--- config.mk ---
export PLATFORM = sky130hd
export DESIGN_NAME = muldiv_sequencer
export DESIGN_NICKNAME = d
export VERILOG_FILES = /design/src/rtl/muldiv_sequencer_pkg.sv /design/src/rtl/muldiv_sequencer_datapath.sv /design/src/rtl/muldiv_sequencer.sv
export SDC_FILE = /design/constraint.sdc
export NUM_CORES = 1
export LEC_CHECK = 0
export ABC_AREA = 1
export CAP_MARGIN = 15
export CORE_MARGIN = 2
export CORE_UTILIZATION = 55
export CTS_CLUSTER_SIZE = 16
export DETAILED_ROUTE_END_ITERATION = 16
export PLACE_DENSITY = 0.75
export SLEW_MARGIN = 0
export SYNTH_ARGS = -nofsm -noshare
export SYNTH_HDL_FRONTEND = slang
export SYNTH_SLANG_ARGS = --single-unit
--- constraint.sdc ---
create_clock -name clk -period 5.6 [get_ports clk]
set_clock_uncertainty 0.15 [all_clocks]
set_input_delay 1.12 -clock clk [delete_from_list [all_inputs] [get_ports clk]]
set_output_delay 1.12 -clock clk [all_outputs]
set_load 0.1 [all_outputs]
--- src/rtl/muldiv_sequencer_pkg.sv ---
// Shared types and constants for the RV32M multiply/divide sequencer and its datapath.
// Also extends the decoder control word with the flag that launches a mul/div.
package muldiv_sequencer_pkg;

    localparam int MULDIV_XLEN    = 32;
    localparam int MULDIV_LATENCY = MULDIV_XLEN + 1;

    typedef enum logic [2:0] {
        MUL    = 3'd0,
        MULH   = 3'd1,
        MULHSU = 3'd2,
        MULHU  = 3'd3,
        DIV    = 3'd4,
        DIVU   = 3'd5,
        REM    = 3'd6,
        REMU   = 3'd7
    } muldiv_op_type;

    typedef enum logic [1:0] {
        IDLE = 2'd0,
        CALC = 2'd1,
        DONE = 2'd2
    } muldiv_state_type;

    typedef struct packed {
        logic          reg_write;
        logic          mem_read;
        logic          mem_write;
        logic          is_muldiv;
        muldiv_op_type muldiv_op;
    } control_type;

    function automatic logic is_div_op(input muldiv_op_type op);
        return (op == DIV) || (op == DIVU) || (op == REM) || (op == REMU);
    endfunction

endpackage

--- src/rtl/muldiv_sequencer_datapath.sv ---
// Shared accumulator/shift pair: shift-add multiply or restoring divide, one bit per step.
// result_calc reflects the value after the current step, so the last step's result can be registered directly.
module muldiv_sequencer_datapath
    import muldiv_sequencer_pkg::*;
#(
    parameter int XLEN = 32
) (
    input  logic            clk,
    input  logic            reset,
    input  logic            load,
    input  logic            step,
    input  logic [2:0]      op,
    input  logic [XLEN-1:0] operand_a,
    input  logic [XLEN-1:0] operand_b,
    output logic [XLEN-1:0] result_calc
);

    muldiv_op_type   op_in;
    muldiv_op_type   op_q;
    logic [XLEN-1:0] acc, mq, mcand;
    logic            neg_hi, neg_lo;

    logic            a_signed, b_signed, a_neg, b_neg;
    logic [XLEN-1:0] mag_a, mag_b;
    logic [XLEN-1:0] acc_nxt, mq_nxt;
    logic [XLEN:0]   sum, shifted, diff;
    logic [2*XLEN-1:0] prod, prod_s;
    logic [XLEN-1:0] quot_s, rem_s;

    assign op_in = muldiv_op_type'(op);

    always_comb begin
        a_signed = (op_in == MUL) || (op_in == MULH) || (op_in == MULHSU) ||
                   (op_in == DIV) || (op_in == REM);
        b_signed = (op_in == MUL) || (op_in == MULH) || (op_in == DIV) || (op_in == REM);
        a_neg    = a_signed & operand_a[XLEN-1];
        b_neg    = b_signed & operand_b[XLEN-1];
        mag_a    = a_neg ? -operand_a : operand_a;
        mag_b    = b_neg ? -operand_b : operand_b;
    end

    // Multiply consumes mq LSB-first; divide shifts dividend bits out of mq MSB-first
    // while quotient bits shift in at the bottom.
    always_comb begin
        sum     = {1'b0, acc} + (mq[0] ? {1'b0, mcand} : {(XLEN+1){1'b0}});
        shifted = {acc, mq[XLEN-1]};
        diff    = shifted - {1'b0, mcand};
        acc_nxt = acc;
        mq_nxt  = mq;
        if (is_div_op(op_q)) begin
            if (!diff[XLEN]) begin
                acc_nxt = diff[XLEN-1:0];
                mq_nxt  = {mq[XLEN-2:0], 1'b1};
            end else begin
                acc_nxt = shifted[XLEN-1:0];
                mq_nxt  = {mq[XLEN-2:0], 1'b0};
            end
        end else begin
            acc_nxt = sum[XLEN:1];
            mq_nxt  = {sum[0], mq[XLEN-1:1]};
        end
    end

    always_comb begin
        prod   = {acc_nxt, mq_nxt};
        prod_s = neg_hi ? -prod : prod;
        quot_s = neg_hi ? -mq_nxt : mq_nxt;
        rem_s  = neg_lo ? -acc_nxt : acc_nxt;
        case (op_q)
            MUL:         result_calc = prod_s[XLEN-1:0];
            DIV, DIVU:   result_calc = quot_s;
            REM, REMU:   result_calc = rem_s;
            default:     result_calc = prod_s[2*XLEN-1:XLEN];
        endcase
    end

    always_ff @(posedge clk) begin
        if (reset) begin
            acc    <= '0;
            mq     <= '0;
            mcand  <= '0;
            op_q   <= MUL;
            neg_hi <= 1'b0;
            neg_lo <= 1'b0;
        end else if (load) begin
            acc    <= '0;
            mq     <= mag_a;
            mcand  <= mag_b;
            op_q   <= op_in;
            neg_hi <= a_neg ^ b_neg;
            neg_lo <= a_neg;
        end else if (step) begin
            acc    <= acc_nxt;
            mq     <= mq_nxt;
        end
    end

endmodule

--- src/rtl/muldiv_sequencer.sv ---
// RV32M multiply/divide sequencer: stalls EX for XLEN+1 cycles, then a one-cycle done with registered result.
// Divide-by-zero and signed overflow finish in one cycle; MULDIV_ZERO_BYPASS_EN also short-cuts zero multiplies.
module muldiv_sequencer
    import muldiv_sequencer_pkg::*;
#(
    parameter int XLEN  = 32,
    parameter int CNT_W = 6
) (
    input  logic            clk,
    input  logic            reset,
    input  logic            start,
    input  logic [2:0]      op,
    input  logic [XLEN-1:0] operand_a,
    input  logic [XLEN-1:0] operand_b,
    input  logic            flush,
    output logic            stall,
    output logic            busy,
    output logic            done,
    output logic [XLEN-1:0] result
);

    muldiv_state_type state, state_nxt;
    muldiv_op_type    op_t;
    logic [CNT_W-1:0] cnt;
    logic             last_iter, accept, load, step;
    logic             div_zero, div_ovf, zero_mul, special;
    logic [XLEN-1:0]  special_res, result_calc;

    assign op_t      = muldiv_op_type'(op);
    assign last_iter = (cnt == CNT_W'(XLEN-1));
    assign accept    = (state == IDLE) && start && !flush;

    always_comb begin
        div_zero = is_div_op(op_t) && (operand_b == '0);
        div_ovf  = ((op_t == DIV) || (op_t == REM)) &&
                   (operand_a == {1'b1, {(XLEN-1){1'b0}}}) && (operand_b == '1);
`ifdef MULDIV_ZERO_BYPASS_EN
        zero_mul = !is_div_op(op_t) && ((operand_a == '0) || (operand_b == '0));
`else
        zero_mul = 1'b0;
`endif
        special     = div_zero || div_ovf || zero_mul;
        special_res = '0;
        if (div_zero)
            special_res = ((op_t == DIV) || (op_t == DIVU)) ? '1 : operand_a;
        else if (div_ovf)
            special_res = (op_t == DIV) ? {1'b1, {(XLEN-1){1'b0}}} : '0;
    end

    always_ff @(posedge clk) begin
        if (reset)
            state <= IDLE;
        else
            state <= state_nxt;
    end

    always_comb begin
        state_nxt = state;
        case (state)
            IDLE:    if (accept) state_nxt = special ? DONE : CALC;
            CALC:    if (flush) state_nxt = IDLE;
                     else if (last_iter) state_nxt = DONE;
            DONE:    state_nxt = IDLE;
            default: state_nxt = IDLE;
        endcase
    end

    always_comb begin
        busy  = (state != IDLE);
        stall = accept || (state == CALC);
        done  = (state == DONE) && !flush;
        load  = accept;
        step  = (state == CALC);
    end

    always_ff @(posedge clk) begin
        if (reset || (state != CALC))
            cnt <= '0;
        else
            cnt <= cnt + 1'b1;
    end

    // Result is captured on entry to DONE and held until the next completion.
    always_ff @(posedge clk) begin
        if (reset)
            result <= '0;
        else if (accept && special)
            result <= special_res;
        else if ((state == CALC) && !flush && last_iter)
            result <= result_calc;
    end

    muldiv_sequencer_datapath #(
        .XLEN(XLEN)
    ) u_datapath (
        .clk        (clk),
        .reset      (reset),
        .load       (load),
        .step       (step),
        .op         (op),
        .operand_a  (operand_a),
        .operand_b  (operand_b),
        .result_calc(result_calc)
    );

endmodule

# --- After elaboration in Yosys (flattened, before gate mapping) ---
# Cells that the tools add are included.
# W data, S select, Z words.
totals:
  register_bits: 141
  output_inout_bits: 35
  elab_cells: 99
  input_bits: 71
op_classes:
  add_sub_neg: 8
  n_eq_ne: 18
  muxes: 24
  bitwise_logic: 3
  reduce_logical: 37
ops:
  columns: ["op", "n"]
  rows:
  - ["$mux W32", 16]
  - ["$neg A32 Y32", 4]
  - ["$pmux W32 S3", 1]
  - ["$eq A32 B32 Y1 const B", 2]
  - ["$mux W64", 1]
  - ["$neg A64 Y64", 1]
  - ["$add A32 B33 Y33", 1]
  - ["$sub A33 B32 Y33", 1]
  - ["$logic_not A32 Y1", 1]
  - ["$eq A3 B3 Y1 const B", 8]
  - ["$logic_or A1 B1 Y1", 16]
  - ["$logic_and A1 B1 Y1", 9]
  - ["$mux W2", 4]
  - ["$add A6 B1 Y6 const B", 1]
  - ["$eq A6 B5 Y1 const B", 1]
  - ["$logic_not A3 Y1", 2]
  - ["$reduce_bool A2 Y1", 3]
  - ["$reduce_or A2 Y1", 3]
  - ["$pmux W2 S2", 1]
  - ["$eq A3 B1 Y1 const B", 1]
  - ["$eq A3 B2 Y1 const B", 1]
  - ["$ne A3 B3 Y1 const B", 1]
  - ["$and A1 B1 Y1", 2]
  - ["$eq A2 B1 Y1 const B", 1]
  - ["other kinds (8)", 8]

# --- Longest topological paths before layout ---
# Gate-level depths: netlist of run 1.
depth:
  depth_word: 10
  depth_mapped: 36
  ltp_nobuf: 36

# --- By module ---
# A second synthesis of run 1 with hierarchy kept.
hier_totals:
  hier_cells: 3221
  hier_area_um2: 17654.4
modules_own_cells:
  columns: ["mod", "seq_area_each_um2", "area_each_um2", "cells_per_inst", "n_inst"]
  rows:
  - ["muldiv_sequencer_datapath", 2021.9, 14635.3, 2733, 1]
  - ["muldiv_sequencer", 800.8, 3019.1, 488, 1]

# --- Worst setup path after synthesis of run 1 ---
# Ideal clock, no wire load.
synth_timing:
  path_type: "input to output"
  start: "in flush"
  end: "out done"
  cell_stages: 1
  path_slack_ns: 1.147
  required_time_ns: 4.330
  n_path_buf: 0
  t_arrival_ns: 3.183
  cell_sequence: "nor3_1"
synth_between:
  elab_chain_len: 2
synth_lines:
  columns: ["item", "line", "source"]
  rows:
  - ["start, declared", "muldiv_sequencer.sv:15", "input logic flush,"]
  - ["$logic_not A1 Y1", "muldiv_sequencer.sv:71", "done = (state == DONE) && !flush;"]
  - ["$logic_and A1 B1 Y1", "muldiv_sequencer.sv:71", null]
  - ["end, declared", "muldiv_sequencer.sv:18", "output logic done,"]
# Every way passes these cells.

# --- Worst setup path in the final report of run 1 ---
layout_timing:
  start: "reg u_datapath.mq[31]"
  end: "reg result[14]"
layout_between:
  elab_chain_len: 8
  word_cells_on_any_way: 14
  classes_between: "add/sub (4); mux (10)"
layout_lines:
  columns: ["item", "line", "source"]
  rows:
  - ["start, declared", "muldiv_sequencer_datapath.sv:20", "logic [XLEN-1:0] acc, mq, mcand;"]
  - ["start signal, assigned", "muldiv_sequencer_datapath.sv:87", "mq <= mag_a;"]
  - ["start signal, assigned", "muldiv_sequencer_datapath.sv:94", "mq <= mq_nxt;"]
  - ["$sub A33 B32 Y33", "muldiv_sequencer_datapath.sv:47", "diff = shifted - {1'b0, mcand};"]
  - ["$mux W1 or $mux W32 (tied branches)", "muldiv_sequencer_datapath.sv:51", "if (!diff[XLEN]) begin"]
  - ["$mux W32", "muldiv_sequencer_datapath.sv:50", "if (is_div_op(op_q)) begin"]
  - ["$neg A64 Y64 (tied with other cells)", "muldiv_sequencer_datapath.sv:66", "prod_s = neg_hi ? -prod : prod;"]
  - ["$mux W64 (tied with other cells)", "muldiv_sequencer_datapath.sv:66", null]
  - ["$pmux W32 S3 (*)", "muldiv_sequencer_datapath.sv:69", "case (op_q)"]
  - ["$mux W32 (*)", "muldiv_sequencer.sv:89", "else if ((state == CALC) && !flush && last_iter)"]
  - ["$mux W32 (*)", "muldiv_sequencer.sv:87", "else if (accept && special)"]
  - ["end signal, assigned", "muldiv_sequencer.sv:88", "result <= special_res;"]
  - ["end signal, assigned", "muldiv_sequencer.sv:90", "result <= result_calc;"]
  - ["end, declared", "muldiv_sequencer.sv:19", "output logic [XLEN-1:0] result"]
# Every way passes the cells marked *; elsewhere a longest branch is shown, timed or not. The select of a mux whose other input is x is not followed.
# A chain may end at the register's enable or synchronous reset.

==> results of run 1 <==
critical path: cells and delay by family, from the launching register on:
kind,cells,cell delay [ns]
flip-flops,1,0.33
buffers and inverters,2,0.15
AO/OA/AOI/OAI,1,0.15
adder cells (fa/ha/maj),3,0.81
AND/OR/NAND/NOR,29,3.38
worst min path at each step:
stage | slack, ns | endpoint | start | depth (start not counted)
floorplan | 0.27 | cnt[0]$_SDFF_PP0_ | cnt[0]$_SDFF_PP0_ | 1
global placement | 0.28 | cnt[0]$_SDFF_PP0_ | cnt[0]$_SDFF_PP0_ | 1
detailed placement | 0.30 | cnt[0]$_SDFF_PP0_ | cnt[0]$_SDFF_PP0_ | 1
CTS | 0.31 | cnt[0]$_SDFF_PP0_ | cnt[0]$_SDFF_PP0_ | 1
global route | 0.34 | cnt[0]$_SDFF_PP0_ | cnt[0]$_SDFF_PP0_ | 1
finish | 0.31 | cnt[0]$_SDFF_PP0_ | cnt[0]$_SDFF_PP0_ | 1
layout make-up:
cell class                      instances  area (µm²)
Sequential cell                       141        2830
Antenna cell                            1        2.50
Tap cell                              402         503
Fill cell                            3096       12000
Multi-Input combinational cell       2445       12200
Clock buffer                           17         425
Timing Repair Buffer                  131        1290
Inverter                              493        1850
Clock inverter                         15         218
power by group:
part	internal (µW)	total [µW]	leakage [µW]	switching, µW
Clock	727	1310	0.000315	579
Combinational	641	2210	0.00836	1570
Sequential	1050	1110	0.00115	58.0
Total	2420	4620	0.00982	2200
per-stage QoR:
| stage | hold WS, ns | cells | util [%] |
|---|---|---|---|
| after global placement | 0.279 | 3610 | 59.6 |
| after CTS | 0.315 | 3642 | 61.7 |
| after floorplan | 0.268 | 3186 | - |
| final | 0.313 | 3645 | 61.8 |
| after global routing | 0.341 | 3644 | 61.8 |
| after detailed placement | 0.298 | 3610 | 59.6 |
state kept, by name (all words and copies together) (netlist names):
name               count
result                32
u_datapath.mq         32
cnt                    6
u_datapath.acc        32
state                  2
u_datapath.neg_lo      1
u_datapath.neg_hi      1
u_datapath.op_q        3
u_datapath.mcand      32
routing by layer:
metal | up-vias | global-route usage, % | part of all wire, %
met4 | 6 | 20.5 | 5.4
met3 | 245 | 12.8 | 15
met5 | - | 0 | 0.061
li1 | 10300 | - | -
met1 | 10000 | 62.6 | 41
met2 | 1676 | 63.7 | 39
cell families after synthesis:
| group | after synthesis | synth area share (%) |
|---|---|---|
| flops | 141 | 16.2 |
| buf+inv | 600 | 13.5 |
| fa+ha+maj | 72 | 5.27 |
| simple gates | 1729 | 43.2 |
| xor+xnor | 89 | 4.48 |
| compound gates | 555 | 17.3 |
placed cells by master (no fill, tap or decap), drive strengths merged, types with 9 or more instances in the layout:
cell             n
o21ai          271
xor2            69
o22ai           27
inv            495
dfxtp          141
nand2          985
nor3            56
o211ai          19
clkinv          10
nand3b          14
nand4           32
a31oi           12
ha              70
nand3          293
nor4            18
clkdlybuf4s50  104
clkbuf          17
buf             27
o21a             9
nor2           318
a21oi          194
xnor2           20
synthesized netlist by cell type, drive strengths merged:
library cell and n:
nand2 985, inv 486, nor2 318, nand3 293, o21ai 271, a21oi 194, dfxtp 141, clkbuf 77
ha 70, xor2 69, nor3 56, nand4 32, buf 30, o22ai 27, xnor2 20, o211ai 19
nor4 18, nand3b 14, a31oi 12, o21a 9, or2 8, clkinv 7, o21bai 7, o32ai 4
and3 3, a21o 2, fa 2, o31ai 2, a2111oi 1, a211oi 1, a22oi 1, a32oi 1
a41oi 1, and2 1, nor3b 1, o221ai 1, o311ai 1, o41ai 1
==> flow_summary.toml, run 1 <==
[floorplanning]
dieArea_um2 = 33000
core.rowCount = 65
die_y_um = 182
start_util_pct = 55.5
coreArea_um2 = 31300
die_w_um = 182
ioPinCount = 106

[setup_path]
critPathSlowestCell = "fa_1"
crit_type = "flop to flop"
required_ns = 5.84
critical_path.max_stage_delay_ns = 0.41
cp.arrival_ns = 5.29
end_kind = "flop"
endpoint = "result[14]$_SDFFE_PP0P_"
startpoint_type = "flop"
r2r_slack_ns = 0.55
cp-startpoint = "u_datapath.mq[31]$_SDFFE_PP0P_"
rr_worst_depth = 35
rr_startpoint = "u_datapath.mq[31]$_SDFFE_PP0P_"
cp_max_fo = 19
r2r-end = "result[14]$_SDFFE_PP0P_"
crit_top_cell = "nand3_1"

[routing]
route.detailed.drc = 0
wl_per_cell_um = 20.8
ant_nets = 0
route.vias.total = 22300
drtPass1Iterations = 7
via_per_inst = 6.11
drt_iter0_drc = 3736
totalWireLength_um = 76000

[timing]
relSlewSlack_pct = 19.9
finalSetupTns_ns = 0
setup_violations = 0
fin_ws_ns = 0.548
period_share_pct = 90.2
period_needed_ns = 5.05
rsz0062_at_grt = "no"
hold_violations = 0
maxSlewViolCount = 0
max_freq_ghz = 0.198
tightest_slew_ns = 1.20

[logic_synthesis]
ys_seq_area_share_pct = 16.2
syn_area_per_cell_um2 = 5.46
synth_top_cell_area_share_pct = 20.3
yosys.area.top_type = "nand2_1"
ys_top_cells_by_area = "nand2_1 20%, dfxtp_1 16%, inv_1 10%"
syn-num-nets = 3329
yosysUniqueCellTypes = 54
synthCells = 3186
ys_seq_elements = 141
ys_warn_count = 0
synthesis.area_um2 = 17400

[cts]
path_clk_slew_ns = 0.08
worst_skew_pair.late_latency_ns = 0.46
h-tree-depth = 4
numCtsBuffers = 17
postCtsResizedCells = 0
clk_path_buf_depth = 2
cts_tree = "built"
cts_setup_buffers = 0
hold_buffers = 0
clock-sinks = 141
cts_root_buf = "clkbuf_16"

[placement]
gp_congestion = 1.13
pre_cts_ws_ns = 0.473
io_buffer_count = 105
dp_hpwl_um = 59900
place_area_um2 = 18700

[global_routing]
grt_max_degree = 65
antenna_found_initial = 4
grt_pass1_wl_um = 115000
overflow = 0
grt_pass1_vias = 19800
grt_usage_pct = 44.9

[run_status]
status = "finished, final reports clean"

[power_and_ir_drop]
ir_worst_vdd_v = 0.000270
finalPower_uw = 4620
p_leak_uw = 0.00982
power_density_nw_per_um2 = 239

[hold_path]
hp-class = "flop to flop"

[run]
max_cap_viol_count = 0

[finish]
areaGrowthSynthToFinish_pct = 11.3
nets = 3372
drive_gt1_share_pct = 5.61
final_cell_area_um2 = 19400
(Power assumes the default switching activity.)
==> run 2: changes to the inputs <==
CTS_CLUSTER_SIZE = default   (was 16)
==> results of run 2 <==
Same layout as run 1: the final DEF is identical, and so are final timing and power.
